File: src/rtl/clk_div_pkg.sv
// Shared state encoding and default sizing for the programmable clock divider.
package clk_div_pkg;

    localparam int DEF_CNT_W   = 8;
    localparam int DEF_MIN_DIV = 2;

    typedef enum logic [1:0] {
        IDLE = 2'd0,
        RUN  = 2'd1,
        PEND = 2'd2
    } state_t;

endpackage

File: src/rtl/clk_div_core.sv
// Period counter and output stage: raw divided clock plus a 50%-duty version
// that stretches odd ratios by half an input cycle with a negedge flop.
module clk_div_core
    import clk_div_pkg::*;
#(
    parameter int CNT_W = DEF_CNT_W
) (
    input  logic             clk,
    input  logic             reset,
    input  logic [CNT_W-1:0] cur_div,
    input  logic             load,
    input  logic             run,
    output logic             boundary,
    output logic             clk_out,
    output logic             clk_out_50
);

    logic [CNT_W-1:0] cnt;
    logic [CNT_W-1:0] half_div;
    logic             q_pos;
    logic             q_neg;
    logic             odd;

    assign half_div = cur_div >> 1;
    assign boundary = run && (cnt == cur_div - CNT_W'(1));

    // The odd flag only changes where q_pos starts a new period, so a
    // ratio change can never mix even and odd shaping inside one period.
    always_ff @(posedge clk or negedge reset) begin
        if (!reset) begin
            cnt   <= '0;
            q_pos <= 1'b0;
            odd   <= 1'b0;
        end else begin
            if (!run || load || boundary) begin
                cnt <= '0;
            end else begin
                cnt <= cnt + CNT_W'(1);
            end
            q_pos <= run && (cnt < half_div);
            if (!run) begin
                odd <= 1'b0;
            end else if (cnt == '0) begin
                odd <= cur_div[0];
            end
        end
    end

    always_ff @(negedge clk or negedge reset) begin
        if (!reset) begin
            q_neg <= 1'b0;
        end else begin
            q_neg <= q_pos;
        end
    end

    assign clk_out    = q_pos;
    // Only combinational output: OR of two flops, both glitch-free.
    assign clk_out_50 = odd ? (q_pos | q_neg) : q_pos;

endmodule

File: src/rtl/clk_div_ctrl.sv
// Configuration controller: valid/ready request intake, pending ratio/enable,
// and application of changes only at divided-clock period boundaries.
module clk_div_ctrl
    import clk_div_pkg::*;
#(
    parameter int CNT_W   = DEF_CNT_W,
    parameter int MIN_DIV = DEF_MIN_DIV
) (
    input  logic             clk,
    input  logic             reset,
    input  logic             cfg_valid,
    output logic             cfg_ready,
    input  logic             cfg_en,
    input  logic [CNT_W-1:0] cfg_div,
    output logic             clk_out,
    output logic             clk_out_50,
    output logic             div_active,
    output logic             busy,
    output logic [CNT_W-1:0] cur_div,
    output logic             cfg_err
);

    state_t           state;
    state_t           state_nxt;
    logic [CNT_W-1:0] cur_div_nxt;
    logic [CNT_W-1:0] pend_div;
    logic [CNT_W-1:0] pend_div_nxt;
    logic             pend_en;
    logic             pend_en_nxt;
    logic             accept;
    logic             req_ok;
    logic             load;
    logic             boundary;

    assign accept = cfg_valid && cfg_ready;
    assign req_ok = (cfg_div >= CNT_W'(MIN_DIV));

    // Out-of-range requests are still accepted but leave all state untouched.
    always_comb begin
        state_nxt    = state;
        cur_div_nxt  = cur_div;
        pend_div_nxt = pend_div;
        pend_en_nxt  = pend_en;
        load         = 1'b0;
        case (state)
            IDLE: begin
                if (accept && req_ok && cfg_en) begin
                    cur_div_nxt = cfg_div;
                    load        = 1'b1;
                    state_nxt   = RUN;
                end
            end
            RUN: begin
                if (accept && req_ok) begin
                    pend_div_nxt = cfg_div;
                    pend_en_nxt  = cfg_en;
                    state_nxt    = PEND;
                end
            end
            PEND: begin
                if (boundary) begin
                    if (pend_en) begin
                        cur_div_nxt = pend_div;
                        load        = 1'b1;
                        state_nxt   = RUN;
                    end else begin
                        state_nxt = IDLE;
                    end
                end
            end
            default: state_nxt = IDLE;
        endcase
    end

    always_ff @(posedge clk or negedge reset) begin
        if (!reset) begin
            state      <= IDLE;
            cur_div    <= '0;
            pend_div   <= '0;
            pend_en    <= 1'b0;
            cfg_ready  <= 1'b0;
            busy       <= 1'b0;
            div_active <= 1'b0;
            cfg_err    <= 1'b0;
        end else begin
            state      <= state_nxt;
            cur_div    <= cur_div_nxt;
            pend_div   <= pend_div_nxt;
            pend_en    <= pend_en_nxt;
            cfg_ready  <= (state_nxt != PEND);
            busy       <= (state_nxt == PEND);
            div_active <= (state_nxt != IDLE);
            cfg_err    <= accept && !req_ok;
        end
    end

    clk_div_core #(
        .CNT_W (CNT_W)
    ) u_core (
        .clk        (clk),
        .reset      (reset),
        .cur_div    (cur_div),
        .load       (load),
        .run        (state != IDLE),
        .boundary   (boundary),
        .clk_out    (clk_out),
        .clk_out_50 (clk_out_50)
    );

endmodule
File: config.mk
export PLATFORM = sky130hd
export DESIGN_NAME = clk_div_ctrl
export DESIGN_NICKNAME = d
export VERILOG_FILES = /design/src/rtl/clk_div_pkg.sv /design/src/rtl/clk_div_core.sv /design/src/rtl/clk_div_ctrl.sv
export SDC_FILE = /design/constraint.sdc
export NUM_CORES = 1
export LEC_CHECK = 0
export CORE_MARGIN = 2
export CORE_UTILIZATION = 58
export DETAILED_ROUTE_END_ITERATION = 8
export PLACE_DENSITY = 0.84
export SLEW_MARGIN = 10
export SYNTH_ARGS = -nofsm -noshare
export SYNTH_HDL_FRONTEND = slang
export SYNTH_SLANG_ARGS = --single-unit
File: constraint.sdc
create_clock -name clk -period 4.7 [get_ports clk]
set_input_delay 1.41 -clock clk [delete_from_list [all_inputs] [get_ports clk]]
set_output_delay 1.41 -clock clk [all_outputs]
set_load 0.005 [all_outputs]
==> results.toml <==
[timing]
setup_viol = 0
fin_hold_ws_ns = 0.523
finalWorstSetupSlack_ns = 0.0167
drv_slew = 0
rsz0062_at_grt = "true"
skew_ns = 0.0124
worst_pin_slew_ns = 0.857
maxSlewHeadroom_pct = 42.7
hold_violations = 0

[placed_design]
place_ws_ns = -0.0173
port_buffers = 25
placed_cells = 240
gp_congestion = 0.852
dpl_cell_area_um2 = 2130
dp_hpwl_mm = 2.93

[logic_synthesis]
yosysWarnings = 0
synth_most_common_cell = "dfrtp_1"
syn_avg_cell_area_um2 = 10.5
synth_top_cell_area_share_pct = 44.4
synthesis.area_um2 = 1860
ys_top_cells_by_area = "dfrtp_1 44%, ha_1 6.1%, mux2_2 6.1%"
ys_types = 42
synth_commonest_cells = "33 x dfrtp_1, 14 x nor2_1, 13 x inv_1"
ys_async_sr_fraction_pct = 100
synthFlopType = "dfrtp_1"
syn_inst = 178
synthesis.nets = 199
ys_ff_latch = 34
yosysSeqAreaShare_pct = 45.7
synth_top_area_cell = "dfrtp_1"
synth_edf_count = 0

[global_routing]
grt_pass1_wl_mm = 6.89
grt.total_usage_pct = 25.8
first_global_vias = 1441
grt_max_degree = 34
overflow = 0
antenna_found_initial = 0

[setup_path]
cp-start-kind = "flip-flop"
cp.required_ns = 3.29
worstSetupEndpointType = "primary output"
path_max_fanout = 1
critical_path_class = "flip-flop to primary output"
arrival_ns = 3.27

[detailed_routing]
num_vias = 1445
drc_errors = 0
ant_nets = 0
wl_per_cell_um = 16.2
firstDrtPassIters = 4
wl_mm = 4.01
dr.first_iter.drc_count = 94
viasPerCell = 5.83

[die]
num_rows = 20
initial_core_util_pct = 60.9
fp.dieArea_um2 = 3680
io_pins = 26
core_area_um2 = 3050
fp.dieW_um = 60.6
die_h_um = 60.6

[cts]
cts_hold_buf = 0
clkSinkCount = 34
path_clk_slew_ns = 0.10
clock_latency_ns = 0.34
ctsRootBufferMaster = "clkbuf_4"
cts_max_path_buffers = 2
cts_tree = "done"
postCtsSetupBuffers = 0
cts_buffers = 5
h-tree-depth = 2

[worst_hold_path]
hold_class = "flip-flop to flip-flop"

[power_and_ir_drop]
power.density_nw_per_um2 = 562
p_leak_nw = 0.944
seqPwrFrac_pct = 44.2
swShare_pct = 37.9
internal-power_mw = 0.764
peakVddDrop_mv = 0.281
power_switching_mw = 0.467
p_comb_share_pct = 41.5
p_clk_share_pct = 14.2

[layout]
final_nets = 224
drive_gt1_share_pct = 16.7
final_util_pct = 71.8
area_delta_synth_final_pct = 17.8
layoutNonFillerInstCount = 248
diodes = 0
fin_area_um2 = 2190

[status]
status = "completed"

[run]
drv_cap = 0
[flip-flops by register name, summed over array words and instances, names as in the netlist]
name and cells:
cur_div 8, pend_div 8, u_core.cnt 8, state 2, busy 1, cfg_err 1
cfg_ready 1, div_active 1, pend_en 1, u_core.clk_out 1, u_core.odd 1, u_core.q_neg 1
[placed cells by master, fill, tap and decap left out, drive strengths merged, types with 3 or more instances in the layout]
| master | count |
|---|---|
| clkbuf | 6 |
| nand3 | 8 |
| mux2 | 10 |
| xnor2 | 7 |
| clkdlybuf4s50 | 24 |
| inv | 13 |
| dfrtp | 33 |
| nor2 | 14 |
| xor2 | 8 |
| or2 | 8 |
| nand4 | 3 |
| o21ai | 7 |
| nand2 | 7 |
| nor4 | 3 |
| o221a | 8 |
| a21oi | 4 |
| ha | 9 |
[per-layer routing]
metal	wire, µm	vias to the layer above	global-route usage, %	part of all wire [%]
li1	-	681	-	-
met1	1730	716	34.5	43
met2	2010	41	41.2	50
met3	219	7	6.18	5.5
met4	51	0	9.63	1.3
met5	0	-	0	0
[power by group through the flow]
stage	clock network, mW	registers (mW)	logic, mW
after global placement	0	0.537	0.492
after floorplan	0	0.488	0.364
after global routing	0.191	0.561	0.577
after detailed placement	0	0.548	0.515
after CTS	0.180	0.543	0.515
final	0.175	0.545	0.511
[stage by stage]
stage / setup TNS (ns) / power (mW)
5_1_grt: -0.0283 / 1.33
2_1_floorplan: 0 / 0.852
6_report: 0 / 1.23
3_5_place_dp: -0.0173 / 1.06
3_3_place_gp: -0.0153 / 1.03
4_1_cts: -0.00418 / 1.24
[critical path: stages, from the launching register on]
cell and delay (ns):
dfrtn_1 0.33, a21o_1 0.15, buf_2 0.12
[path summary, 6_finish.rpt]
path | slack [ns] | cells past startpoint | end | from
setup reg to reg | 1.77 | 0 | u_core.q_neg | u_core.clk_out
hold / removal | 0.52 | 1 | pend_div[7] | pend_div[7]
min in group asynchronous | 1.54 | 2 | cur_div[5] | reset
hold reg to reg | 0.52 | 1 | pend_div[7] | pend_div[7]
setup / recovery | 0.02 | 2 | clk_out_50 | u_core.q_neg
max in group asynchronous | 1.05 | 1 | u_core.q_neg | reset
[final cells by class]
class | count | area [µm²]
clock buffer | 6 | 51.3
clock inverter | 2 | 12.5
fill | 246 | 861
inverter | 13 | 48.8
multi-input combinational | 123 | 921
sequential | 34 | 851
tap | 44 | 55.1
timing repair buffer | 26 | 253
[cells by family (layout without fill, tap and decap cells)]
kind of cell | Yosys count | count (layout) | share of synthesized area, %
AND/OR/NAND/NOR | 55 | 55 | 16.0
flip-flops | 34 | 34 | 45.7
AO/OA/AOI/OAI | 33 | 33 | 13.8
buffers and inverters | 21 | 47 | 4.77
XOR/XNOR | 15 | 15 | 7.06
multiplexers | 11 | 11 | 6.59
adder cells (fa/ha/maj) | 9 | 9 | 6.05
[what timing repair did]
item                                   in CTS  in global routing
endpoints found under the hold margin       0                  0
cloned                                      0                  0
setup endpoints to repair                   1                  1
resized for setup                           4                  0
No activity file was read; power rests on OpenSTA's default activity.
